<file path="src/rtl/sys_array_feeder.sv">
// Operand store and diagonally skewed stream generator feeding sys_array_wrapper.
// Define FEEDER_ERR_EN to enable the err pulse on rejected writes and starts.
module sys_array_feeder #(
  parameter int DATA_WIDTH = 8,
  parameter int ARRAY_W    = 4,
  parameter int ARRAY_L    = 4,
  parameter int INNER_DIM  = 4,
  localparam int MAX_WL    = (ARRAY_W > ARRAY_L) ? ARRAY_W : ARRAY_L,
  localparam int ADDR_W    = ($clog2(MAX_WL * INNER_DIM) > 0) ? $clog2(MAX_WL * INNER_DIM) : 1
) (
  input  logic                          clk,
  input  logic                          reset_n,
  input  logic                          load_params,
  input  logic                          wr_en,
  input  logic                          wr_sel,
  input  logic [ADDR_W-1:0]             wr_addr,
  input  logic [DATA_WIDTH-1:0]         wr_data,
  input  logic                          start_comp,
  output logic [ARRAY_W*DATA_WIDTH-1:0] a_out,
  output logic [ARRAY_W-1:0]            a_vld,
  output logic [ARRAY_L*DATA_WIDTH-1:0] b_out,
  output logic [ARRAY_L-1:0]            b_vld,
  output logic                          clear_acc,
  output logic                          busy,
  output logic                          done,
  output logic                          err
);

  localparam int MIN_WL  = (ARRAY_W < ARRAY_L) ? ARRAY_W : ARRAY_L;
  localparam int F       = INNER_DIM + MAX_WL - 1;
  localparam int D       = MIN_WL;
  localparam int CNT_MAX = (F > D) ? F : D;
  localparam int TW      = ($clog2(CNT_MAX) > 0) ? $clog2(CNT_MAX) : 1;
  localparam int ASZ     = ARRAY_W * INNER_DIM;
  localparam int BSZ     = INNER_DIM * ARRAY_L;

  typedef enum logic [1:0] {
    IDLE  = 2'd0,
    CLEAR = 2'd1,
    FEED  = 2'd2,
    DRAIN = 2'd3
  } state_t;

  state_t              state;
  logic [TW-1:0]       t;
  logic [TW-1:0]       ft;
  logic [DATA_WIDTH-1:0] a_mem [0:ASZ-1];
  logic [DATA_WIDTH-1:0] b_mem [0:BSZ-1];

  logic                          a_in_range;
  logic                          b_in_range;
  logic                          wr_ok;
  logic [ARRAY_W*DATA_WIDTH-1:0] a_nd;
  logic [ARRAY_W-1:0]            a_nv;
  logic [ARRAY_L*DATA_WIDTH-1:0] b_nd;
  logic [ARRAY_L-1:0]            b_nv;

  assign a_in_range = ({1'b0, wr_addr} < (ADDR_W+1)'(ASZ));
  assign b_in_range = ({1'b0, wr_addr} < (ADDR_W+1)'(BSZ));
  assign wr_ok      = reset_n && wr_en && load_params && (state == IDLE) && !start_comp;

  always_ff @(posedge clk) begin
    if (wr_ok && !wr_sel && a_in_range) a_mem[wr_addr] <= wr_data;
    if (wr_ok && wr_sel && b_in_range)  b_mem[wr_addr] <= wr_data;
  end

  // Outputs are registered, so lanes are computed for the step about to be shown.
  always_comb begin
    if (state == FEED) begin
      ft = t + TW'(1);
    end else begin
      ft = {TW{1'b0}};
    end
  end

  for (genvar i = 0; i < ARRAY_W; i++) begin : g_a_lane
    logic [TW:0]       dd;
    logic [ADDR_W-1:0] ra;
    assign dd = {1'b0, ft} - (TW+1)'(i);
    assign ra = ADDR_W'(i * INNER_DIM) + ADDR_W'(dd);
    assign a_nv[i] = (dd < (TW+1)'(INNER_DIM));
    assign a_nd[i*DATA_WIDTH +: DATA_WIDTH] = a_nv[i] ? a_mem[ra] : {DATA_WIDTH{1'b0}};
  end

  for (genvar j = 0; j < ARRAY_L; j++) begin : g_b_lane
    logic [TW:0]       dd;
    logic [ADDR_W-1:0] rb;
    assign dd = {1'b0, ft} - (TW+1)'(j);
    assign rb = ADDR_W'(dd) * ADDR_W'(ARRAY_L) + ADDR_W'(j);
    assign b_nv[j] = (dd < (TW+1)'(INNER_DIM));
    assign b_nd[j*DATA_WIDTH +: DATA_WIDTH] = b_nv[j] ? b_mem[rb] : {DATA_WIDTH{1'b0}};
  end

  always_ff @(posedge clk) begin
    if (!reset_n) begin
      state     <= IDLE;
      t         <= {TW{1'b0}};
      a_out     <= {(ARRAY_W*DATA_WIDTH){1'b0}};
      a_vld     <= {ARRAY_W{1'b0}};
      b_out     <= {(ARRAY_L*DATA_WIDTH){1'b0}};
      b_vld     <= {ARRAY_L{1'b0}};
      clear_acc <= 1'b0;
      busy      <= 1'b0;
      done      <= 1'b0;
    end else begin
      clear_acc <= 1'b0;
      done      <= 1'b0;
      case (state)
        IDLE: begin
          if (start_comp) begin
            state     <= CLEAR;
            clear_acc <= 1'b1;
            busy      <= 1'b1;
          end
        end
        CLEAR: begin
          state <= FEED;
          t     <= {TW{1'b0}};
          a_out <= a_nd;
          a_vld <= a_nv;
          b_out <= b_nd;
          b_vld <= b_nv;
        end
        FEED: begin
          if (t == TW'(F - 1)) begin
            state <= DRAIN;
            t     <= {TW{1'b0}};
            a_out <= {(ARRAY_W*DATA_WIDTH){1'b0}};
            a_vld <= {ARRAY_W{1'b0}};
            b_out <= {(ARRAY_L*DATA_WIDTH){1'b0}};
            b_vld <= {ARRAY_L{1'b0}};
          end else begin
            t     <= t + TW'(1);
            a_out <= a_nd;
            a_vld <= a_nv;
            b_out <= b_nd;
            b_vld <= b_nv;
          end
        end
        DRAIN: begin
          if (t == TW'(D - 1)) begin
            state <= IDLE;
            t     <= {TW{1'b0}};
            busy  <= 1'b0;
            done  <= 1'b1;
          end else begin
            t <= t + TW'(1);
          end
        end
        default: begin
          state <= IDLE;
          t     <= {TW{1'b0}};
          busy  <= 1'b0;
        end
      endcase
    end
  end

`ifdef FEEDER_ERR_EN
  logic bad_range;
  logic bad_busy_wr;
  logic bad_busy_start;

  assign bad_range      = wr_en && load_params && (state == IDLE) && !start_comp &&
                          !(wr_sel ? b_in_range : a_in_range);
  assign bad_busy_wr    = wr_en && load_params && (state != IDLE);
  assign bad_busy_start = start_comp && (state != IDLE);

  always_ff @(posedge clk) begin
    if (!reset_n) begin
      err <= 1'b0;
    end else begin
      err <= bad_range || bad_busy_wr || bad_busy_start;
    end
  end
`else
  assign err = 1'b0;
`endif

endmodule

</file>
<file path="config.mk">
export PLATFORM = sky130hd
export DESIGN_NAME = sys_array_feeder
export DESIGN_NICKNAME = d
export VERILOG_FILES = /design/src/rtl/sys_array_feeder.sv
export SDC_FILE = /design/constraint.sdc
export NUM_CORES = 1
export LEC_CHECK = 0
export CAP_MARGIN = 20
export CORE_AREA = 2 2 220 135
export DETAILED_ROUTE_END_ITERATION = 8
export DIE_AREA = 0 0 222 137
export PLACE_DENSITY = 0.71
export SLEW_MARGIN = 25
export SYNTH_ARGS = -nofsm -noshare
export SYNTH_HDL_FRONTEND = slang
export SYNTH_SLANG_ARGS = --single-unit
</file>
<file path="constraint.sdc">
create_clock -name clk -period 3.5 [get_ports clk]
set_input_delay 0.35 -clock clk [delete_from_list [all_inputs] [get_ports clk]]
set_output_delay 0.35 -clock clk [all_outputs]
set_load 0.01 [all_outputs]
</file>
---- Yosys cells after proc, flatten, opt, wreduce, memory -nomap -nowiden ----
Memory sizes are Yosys's and may differ from the RTL's.
Index checks and enable logic that the tools add are counted.
operators by class
  add/sub/neg operators ................... 10
  $lt $le $gt $ge ......................... 4
  eq/ne operators ......................... 8
  multiplexer cells ....................... 31
  reduce and logical (&&, ||, !) cells .... 16
operators with widths
  kind                 count
  $pmux 32 s2          2
  $mux 32              2
  $mux 8               8
  $lt 4x3->1 const B   3
  $mux 3               3
  $pmux 3 s3           1
  $add 4x2->4 const B  2
  $add 4x4->4 const A  2
  $mux 1               8
  $pmux 2 s4           1
  $pmux 4 s2           1
  $sub 3x2->4 const B  2
  $logic_and 1x1->1    6
  $mux 2               3
  $reduce_and 3->1     2
  $add 3x4->4 const A  1
  $add 4x1->4 const B  1
  $eq 2x2->1 const B   2
  $mux 4               1
  $ne 2x2->1 const B   2
  $reduce_and 2->1     2
  $reduce_bool 2->1    2
  $sub 3x1->4 const B  1
  $add 3x1->3 const B  1
  other kinds (9)      10
storage, ports and cells
  flip-flop bits (word level) ............. 76
  RAM bits ................................ 256
  output and inout port bits .............. 76
  word-level logic and storage cells ...... 79
  memories ................................ 2
memory list
  memory  depth  bits a word  read ports  clocked after memory_dff  write ports  line  RTL
  a_mem   16     8            4           0                         1            47    logic [DATA_WIDTH-1:0] a_mem [0:ASZ-1];
  b_mem   16     8            4           0                         1            48    logic [DATA_WIDTH-1:0] b_mem [0:BSZ-1];

---- Depth between registers and ports, before layout ----
An unclocked memory read counts as a cell.
  depth in word-level cells ............... 8
  gate-level depth with buffers ........... 16

---- Worst setup path after synthesis ----
No wires, ideal clock.
  kind .................................... reg2reg
  from .................................... register t[0]
  to ...................................... register a_out[25]
  arrival time ............................ 3.397 ns
  required time ........................... 3.426 ns
  slack ................................... 0.029 ns
  stages on the path, launching flop included .. 16
  path buffers ............................ 3
  cell sequence ........................... dfxtp_1 -> buf_2 -> inv_1 -> ha_1 -> or2b_1 -> clkbuf_1 -> inv_2 -> ha_1 -> xnor2_1 -> inv_1 -> ha_1 -> clkbuf_1 -> nor2b_1 -> a222oi_1 -> nand2_1 -> a31oi_1
on the way
  cells in the longest elaborated chain, start to end .. 8
  elaborated cells between the ends (all ways) .. 10
  those cells by class .................... add/sub (3); order compare (1); eq/ne (1); mux (4); memory (1)
ends and longest elaborated chain
  what                    line  RTL
  start, declared         45    logic [TW-1:0] t;
  start signal, assigned  97    t <= {TW{1'b0}};
  start signal, assigned  118   t <= {TW{1'b0}};
  start signal, assigned  127   t <= {TW{1'b0}};
  $add 3x1->3             70    ft = t + TW'(1);
  $mux 3                  69    if (state == FEED) begin
  $sub 3x2->4             79    assign dd = {1'b0, ft} - (TW+1)'(i);
  $add 4x4->4             80    assign ra = ADDR_W'(i * INNER_DIM) + ADDR_W'(dd);
  $mem_v2 16x8            --
  $mux 8                  82    assign a_nd[i*DATA_WIDTH +: DATA_WIDTH] = a_nv[i] ? a_mem[ra] : {DATA_WIDTH{1'b0}};
  $mux 32                 125   if (t == TW'(F - 1)) begin
  $pmux 32 s2 (*)         108   case (state)
  end signal, assigned    119   a_out <= a_nd;
  end signal, assigned    128   a_out <= {(ARRAY_W*DATA_WIDTH){1'b0}};
  end signal, assigned    134   a_out <= a_nd;
  end, declared           19    output logic [ARRAY_W*DATA_WIDTH-1:0] a_out,
Every way passes the cells marked *; elsewhere a longest branch is shown, timed or not.
A chain may end at the register's enable or synchronous reset.

---- Worst setup path in the final report ----
  from .................................... register state[0]
  to ...................................... register a_out[12]
on the way
  cells in the longest elaborated chain, start to end .. 8
  elaborated cells between the ends (all ways) .. 11
  those cells by class .................... add/sub (2); order compare (1); eq/ne (2); mux (4); reduce/logical (1); memory (1)
ends and longest elaborated chain
  what                    line     RTL
  start, declared         44       state_t state;
  start signal, assigned  96       state <= IDLE;
  start signal, assigned  111      state <= CLEAR;
  start signal, assigned  117      state <= FEED;
  $eq 2x2->1              69, 108
  $mux 3                  69
  $sub 3x1->4             79
  $add 3x4->4             80
  $mem_v2 16x8            --
  $mux 8                  82
  $mux 32                 125
  $pmux 32 s2             108
Parallel ways exist; a longest one is shown, timed or not.

==> run summary <==
final hold slack - 0.493 ns
antenna-violating nets left - 0
fmax - 321 MHz
endpoints failing setup - 0
sequential share of the synthesized area - 0.657
mux contribution to synthesized area - 0.107
post-synthesis xor/xnor area fraction - 0.00125
initial core utilization - 0.494
Synth Area in Simple Gates - 0.0923
MaxCap Viol Count - 0
fin nets - 1151
Layout Area Growth over Synthesis - 17.5%
Async SR Flop Fraction - 0
peak fanout along the critical path - 50
gr usage total - 0.230
CTS tree - done
Max rail drop VDD - 0.530 mV
Warnings, synthesis - 0
setup repair bufs after CTS - 0
Post-Syn Area - 14000 um2
Syn Nets - 1044
Cell Pwr Density - 651 nW/um2
Worst R2R Setup Slack - 0.38 ns
Reg power frac - 0.411
Worst setup SP type - flip-flop
part of the cycle the worst path needs - 0.890
Yosys top cell by area - edfxtp_1
clock network power share - 0.320
Min-Delay Startpoint - reset_n
antenna violations before repair - 0
global placer's final weighted congestion - 0.921
total CTS buffers - 30
Hold Fails Final Rpt - 0
num rows - 48
H-tree Lvls - 1
Rel. slew slack - 0.392
Post-Synthesis Cells - 1012
Net Sw Power - 3330 uW
launching point of the worst reg2reg path - state[0]
max-slew violations - 0
Clk pin slew, worst setup/hold paths - 0.07 ns
I/O Buffers - 92
setup TNS - 0 ns
count leader, synth - edfxtp_1
Die H - 137 um
DPL Wire Length - 22500 um
Die ar. - 30400 um2
core box area - 28400 um2
FF+latch count, synth - 332
worst skew pair latency - 0.58 ns
Synth Flop Type - edfxtp_1
Pwr Total - 10700 uW
Req. time, crit path - 3.98 ns
Vias/cell - 6.00
# clock sinks - 332
share of cells above drive strength 1 - 0.114
CTS root buffer - clkbuf_16
P_int - 7400 uW
Max clock buf depth - 3
Commonest cells post-synth - edfxtp_1, mux2i_1, dfxtp_1, nor2b_1, nand2_1
Final Critical Period - 3.12 ns
top post-synthesis cells by area - edfxtp_1, dfxtp_1, mux2i_1
share of the synthesized area in compound gates (AO/OA/AOI/OAI) - 0.0995
Slew @ Worst Pin - 0.907 ns
Remaining Overflow, GRT - 0
Synth top area share - 0.548
drc violations - 0
EDFF count, synth - 256
Avg Inst Size Synth - 13.9 um2
CP Class - flip-flop to flip-flop
1st-iter DRT viols - 1078
element type at the critical path end - flip-flop
vias in the first global route - 8664
Ports - 94
Combinational Power Share - 0.268
Arrival @ worst endpoint - 3.60 ns
vias - 9108
RSZ-0062 raised after global routing - no
antenna fix cells - 0
leak pwr - 0.00545 uW
global-route wire length before repair - 52000 um
Clock Skew - 0.0146 ns
CTS resizes - 0
hold_buf cts - 0
Net Sw Frac - 0.310
largest net degree at the start of global routing - 89
drt pass-1 iters - 7
largest family of logic cells by synthesized area - multiplexers
Worst Hold Class - input pin to flip-flop
CP Launch Point - state[0]
WL per Instance - 23.0 um
status - complete, no violations
Yosys cell types - 48
Die Wd - 222 um
routed wire length - 34900 um
Adder-Cell Fraction of Synth Area - 0.0125
metal layers:
| metal | routed length, um | track usage |
|---|---|---|
| met1 | 16000 | 0.339 |
| met2 | 15100 | 0.349 |
| met3 | 2930 | 0.0472 |
| met4 | 783 | 0.0612 |
| met5 | 0 | 0 |
logic make-up (layout without fill, tap and decap cells):
kind of cell	after synthesis	count (layout)
flops	332	332
fa+ha+maj	14	14
simple gates	256	256
compound gates	197	197
mux	129	129
buf+inv	81	212
other cells	1	1
xor+xnor	2	2
registers in the layout (all words and copies together) (netlist names), 2 cells and up:
signal,flops
t,3
a_mem,128
state,2
b_out,32
b_mem,128
a_out,32
b_vld,4
layout by cell type, fill, tap and decap left out, drive strengths merged, types with 2 or more instances in the layout:
cell           instances
nor2b                 68
a41oi                  8
o22ai                 24
clkdlybuf4s50         91
dfxtp                 76
nor2                  47
mux4                  16
inv                   14
o21ai                  3
nand2b                11
o211ai                18
bufinv                 4
o31ai                 19
ha                    14
clkinv                10
o21a                   9
nand4                  6
nand3                 23
and2b                  3
clkbuf                33
nand3b                 2
nor3                   9
a21oi                 23
and2                   3
xnor2                  2
or2                    2
a22oi                 35
a21boi                 4
a31oi                  9
nand2                 65
or4                    2
mux2i                113
a222oi                 4
edfxtp               256
a211oi                40
and3                  13
buf                   53
clkinvlp               7
critical path, stage by stage, from the launching register on:
cell	delay (ns)
dfxtp_1	0.36
inv_1	0.09
ha_1	0.31
or2b_1	0.24
buf_4	0.48
nand3_1	0.16
ha_1	0.40
buf_4	0.20
nor2b_1	0.32
nand2_1	0.17
a41oi_1	0.27
final timing paths:
check	to	cells after the start
min reg2reg	b_out[30]	2
min	b_out[21]	3
max reg2reg	a_out[12]	10
max	a_out[12]	10
power groups by stage:
stage	clock, uW	combinational [uW]	sequential, uW
after floorplan	0	1970	4530
after global placement	0	2810	4490
after detailed placement	0	2830	4500
after CTS	3480	2840	4420
after global routing	3640	3090	4420
final	3440	2880	4410
layout make-up:
cell class / count / area (um2)
Clock buffer: 33 / 782
Clock inverter: 23 / 259
Fill cell: 2218 / 11900
Inverter: 12 / 57.6
Multi-Input combinational cell: 599 / 4390
Sequential cell: 332 / 9210
Tap cell: 375 / 469
Timing Repair Buffer: 144 / 1320
metrics by stage:
| stage | cells | utilization | worst slack [ns] | cell area [um2] |
|---|---|---|---|---|
| final | 1518 | 0.580 | 0.384 | 16500 |
| after global routing | 1518 | 0.580 | 0.136 | 16500 |
| after CTS | 1518 | 0.580 | 0.375 | 16500 |
| after detailed placement | 1462 | 0.544 | 0.444 | 15400 |
| after global placement | 1462 | 0.544 | 0.523 | 15400 |
| after floorplan | 1012 | - | 0.0292 | 14000 |
Note: power is estimated with default switching activity, not from simulation.
==> patch: new RTL, config.mk and constraints unchanged <==
`INNER_DIM`: 4 -> 2.
--- a/src/rtl/sys_array_feeder.sv
+++ b/src/rtl/sys_array_feeder.sv
@@ -4,7 +4,7 @@
   parameter int DATA_WIDTH = 8,
   parameter int ARRAY_W    = 4,
   parameter int ARRAY_L    = 4,
-  parameter int INNER_DIM  = 4,
+  parameter int INNER_DIM  = 2,
   localparam int MAX_WL    = (ARRAY_W > ARRAY_L) ? ARRAY_W : ARRAY_L,
   localparam int ADDR_W    = ($clog2(MAX_WL * INNER_DIM) > 0) ? $clog2(MAX_WL * INNER_DIM) : 1
 ) (
Interface: changed (resized wr_addr); port bits go from 94 to 93. No check against the original RTL was run, so the function may have changed too.
==> patch against the original RTL <==
- sequential cell count fell by 128
- clock skew rose by 3.1 ps
- synthesized area shrank 37%
- sequential share of layout area is 5.4 points lower
- non-clock buffer count is 34 lower
- count of clock-buffer cells in the layout fell by 8
- worst setup slack better by 220 ps
- combinational power fell by 30%
- design area shrank 36%
- total power fell by 37%
- routed wire length decreased by 31%
- critical endpoint is now b_out[30]
- largest power group unchanged
==> patch: results <==
set metrics [dict create \
    grt_pass1_wl_um 37020 \
    cts_setup_buffers 0 \
    cts_root_buf "clkbuf_16" \
    async_flop_share_pct 0 \
    synth.distinct_cells 54 \
    tightestPinTransition_ps 924.0 \
    io_buffers 91 \
    grtUsageMet3_pct 6.398 \
    crit_fanout 24 \
    synth_edf_count 128 \
    pre_cts_ws_ps 674.7 \
    synthFlopType "edfxtp_1" \
    cp_slowest_cell "o211ai_1" \
    grtUsageTotal_pct 16.02 \
    antenna-diode-count 0 \
    ir_worst_vdd_mv 0.3207 \
    hp-class "reg -> reg" \
    syn_nets 756 \
    min_to "b_out[26]" \
    cts_buffers 19 \
    r2r_setup_slack_ps 610 \
    arrival_ps 3290 \
    biggestRegsByFlops "a_mem (64), b_mem (64)" \
    num-fill-cells 2746 \
    ys_seq_area_share_pct 60.66 \
    ys_top_cells_by_count "edfxtp_1, dfxtp_1, nand2_1" \
    drt-initial-drc-count 662 \
    status "finished clean" \
    via_per_inst 5.296 \
    wirelength_um 24220 \
    ff2ff_path_depth 9 \
    met1_usage_pct 23.67 \
    first_pass_iters 5 \
    met2_usage_pct 21.66 \
    p_leak_uw 0.003496 \
    antenna_found_initial 1 \
    cts_resized 0 \
    crit-reg2reg-capture "b_out[30]" \
    holdCritStartpoint "b_out[26]" \
    globalplace.congestion 0.9517 \
    drive_gt1_share_pct 10.76 \
    critPathLaunch "t[0]" \
    clk_latency_ps 510 \
    max_stage_delay_ps 540 \
    hold_path_depth 2 \
    grt_max_degree 55 \
    skew_ps 17.72 \
    grt_pass1_vias 5960 \
    cts.clk_slew.worst_paths_ps 70 \
    synth.area.top_cells "edfxtp_1, dfxtp_1, mux2i_1" \
    final_net_count 834 \
    dp_hpwl_um 16680 \
    clk_path_buf_depth 3 \
    htreeDepth 1 \
    yosysWarningCount 0 \
]
[patch: cell types whose count changed in the layout (fill, tap and decap cells not counted), sizes merged, moves of 17 or more]
cell / unedited run / this run
nand3: 23 / 2
a22o: 0 / 17
nor2b: 68 / 23
a211oi: 40 / 8
o22ai: 24 / 41
o21ai: 3 / 30
edfxtp: 256 / 128
mux2i: 113 / 48
a22oi: 35 / 1
o31ai: 19 / 0
buf: 53 / 19
[patch: cell type report]
class / instances / share of cell area [%]
Sequential cell: 204 / 50.47
Multi-Input combinational cell: 455 / 29.20
Timing Repair Buffer: 110 / 9.911
Clock buffer: 25 / 4.685
Tap cell: 375 / 4.414
Clock inverter: 9 / 0.7651
Inverter: 15 / 0.5532
[patch: cell families (layout without fill, tap and decap cells)]
logic type | count (synthesis) | count (layout) | share of synthesized area, %
mux | 60 | 60 | 6.960
fa+ha+maj | 12 | 12 | 1.698
buf+inv | 68 | 159 | 4.272
flops | 204 | 204 | 60.66
xor+xnor | 1 | 1 | 0.09904
other cells | 1 | 1 | 0.04240
simple gates | 177 | 177 | 9.139
compound gates | 204 | 204 | 17.13
[patch: routing by layer]
metal | up-vias | part of all wire [%] | wire length (um)
met1 | 3067 | 47 | 11390
met3 | 32 | 13 | 3060
met5 | - | 0.054 | 13
met2 | 339 | 39 | 9357
li1 | 2878 | - | -
met4 | 2 | 1.6 | 399
[patch: report_power, final]
group          switching (uW)  internal, uW  leakage [uW]
combinational            1260           767       0.00145
clock                     926          1090      0.000278
sequential               72.0          2660       0.00177
[patch: stage by stage]
stage / hold WS [ps] / std cells / utilization [%] / cell area, um2
finish: 462.1 / 1193 / 37.42 / 10630
global route: 480.1 / 1193 / 37.42 / 10630
CTS: 464.9 / 1193 / 37.42 / 10630
detailed placement: 450.2 / 1159 / 35.38 / 10050
global placement: 443.1 / 1159 / 35.38 / 10050
floorplan: 448.9 / 727 / - / 8845
[patch: critical path: cells and delay by family (launching register included)]
family                   cells  cell delay (ps)
adder cells (fa/ha/maj)      1              350
AO/OA/AOI/OAI                2              650
flip-flops                   1              380
AND/OR/NAND/NOR              3             1010
buffers and inverters        3              380
[patch: worst max path at each step]
stage | end | slack [ps] | cells past startpoint
CTS | b_out[30] | 650 | 9
finish | b_out[30] | 610 | 9
detailed placement | b_out[30] | 670 | 9
global route | b_out[25] | 380 | 9
floorplan | a_out[23] | 770 | 11
global placement | b_out[30] | 780 | 9
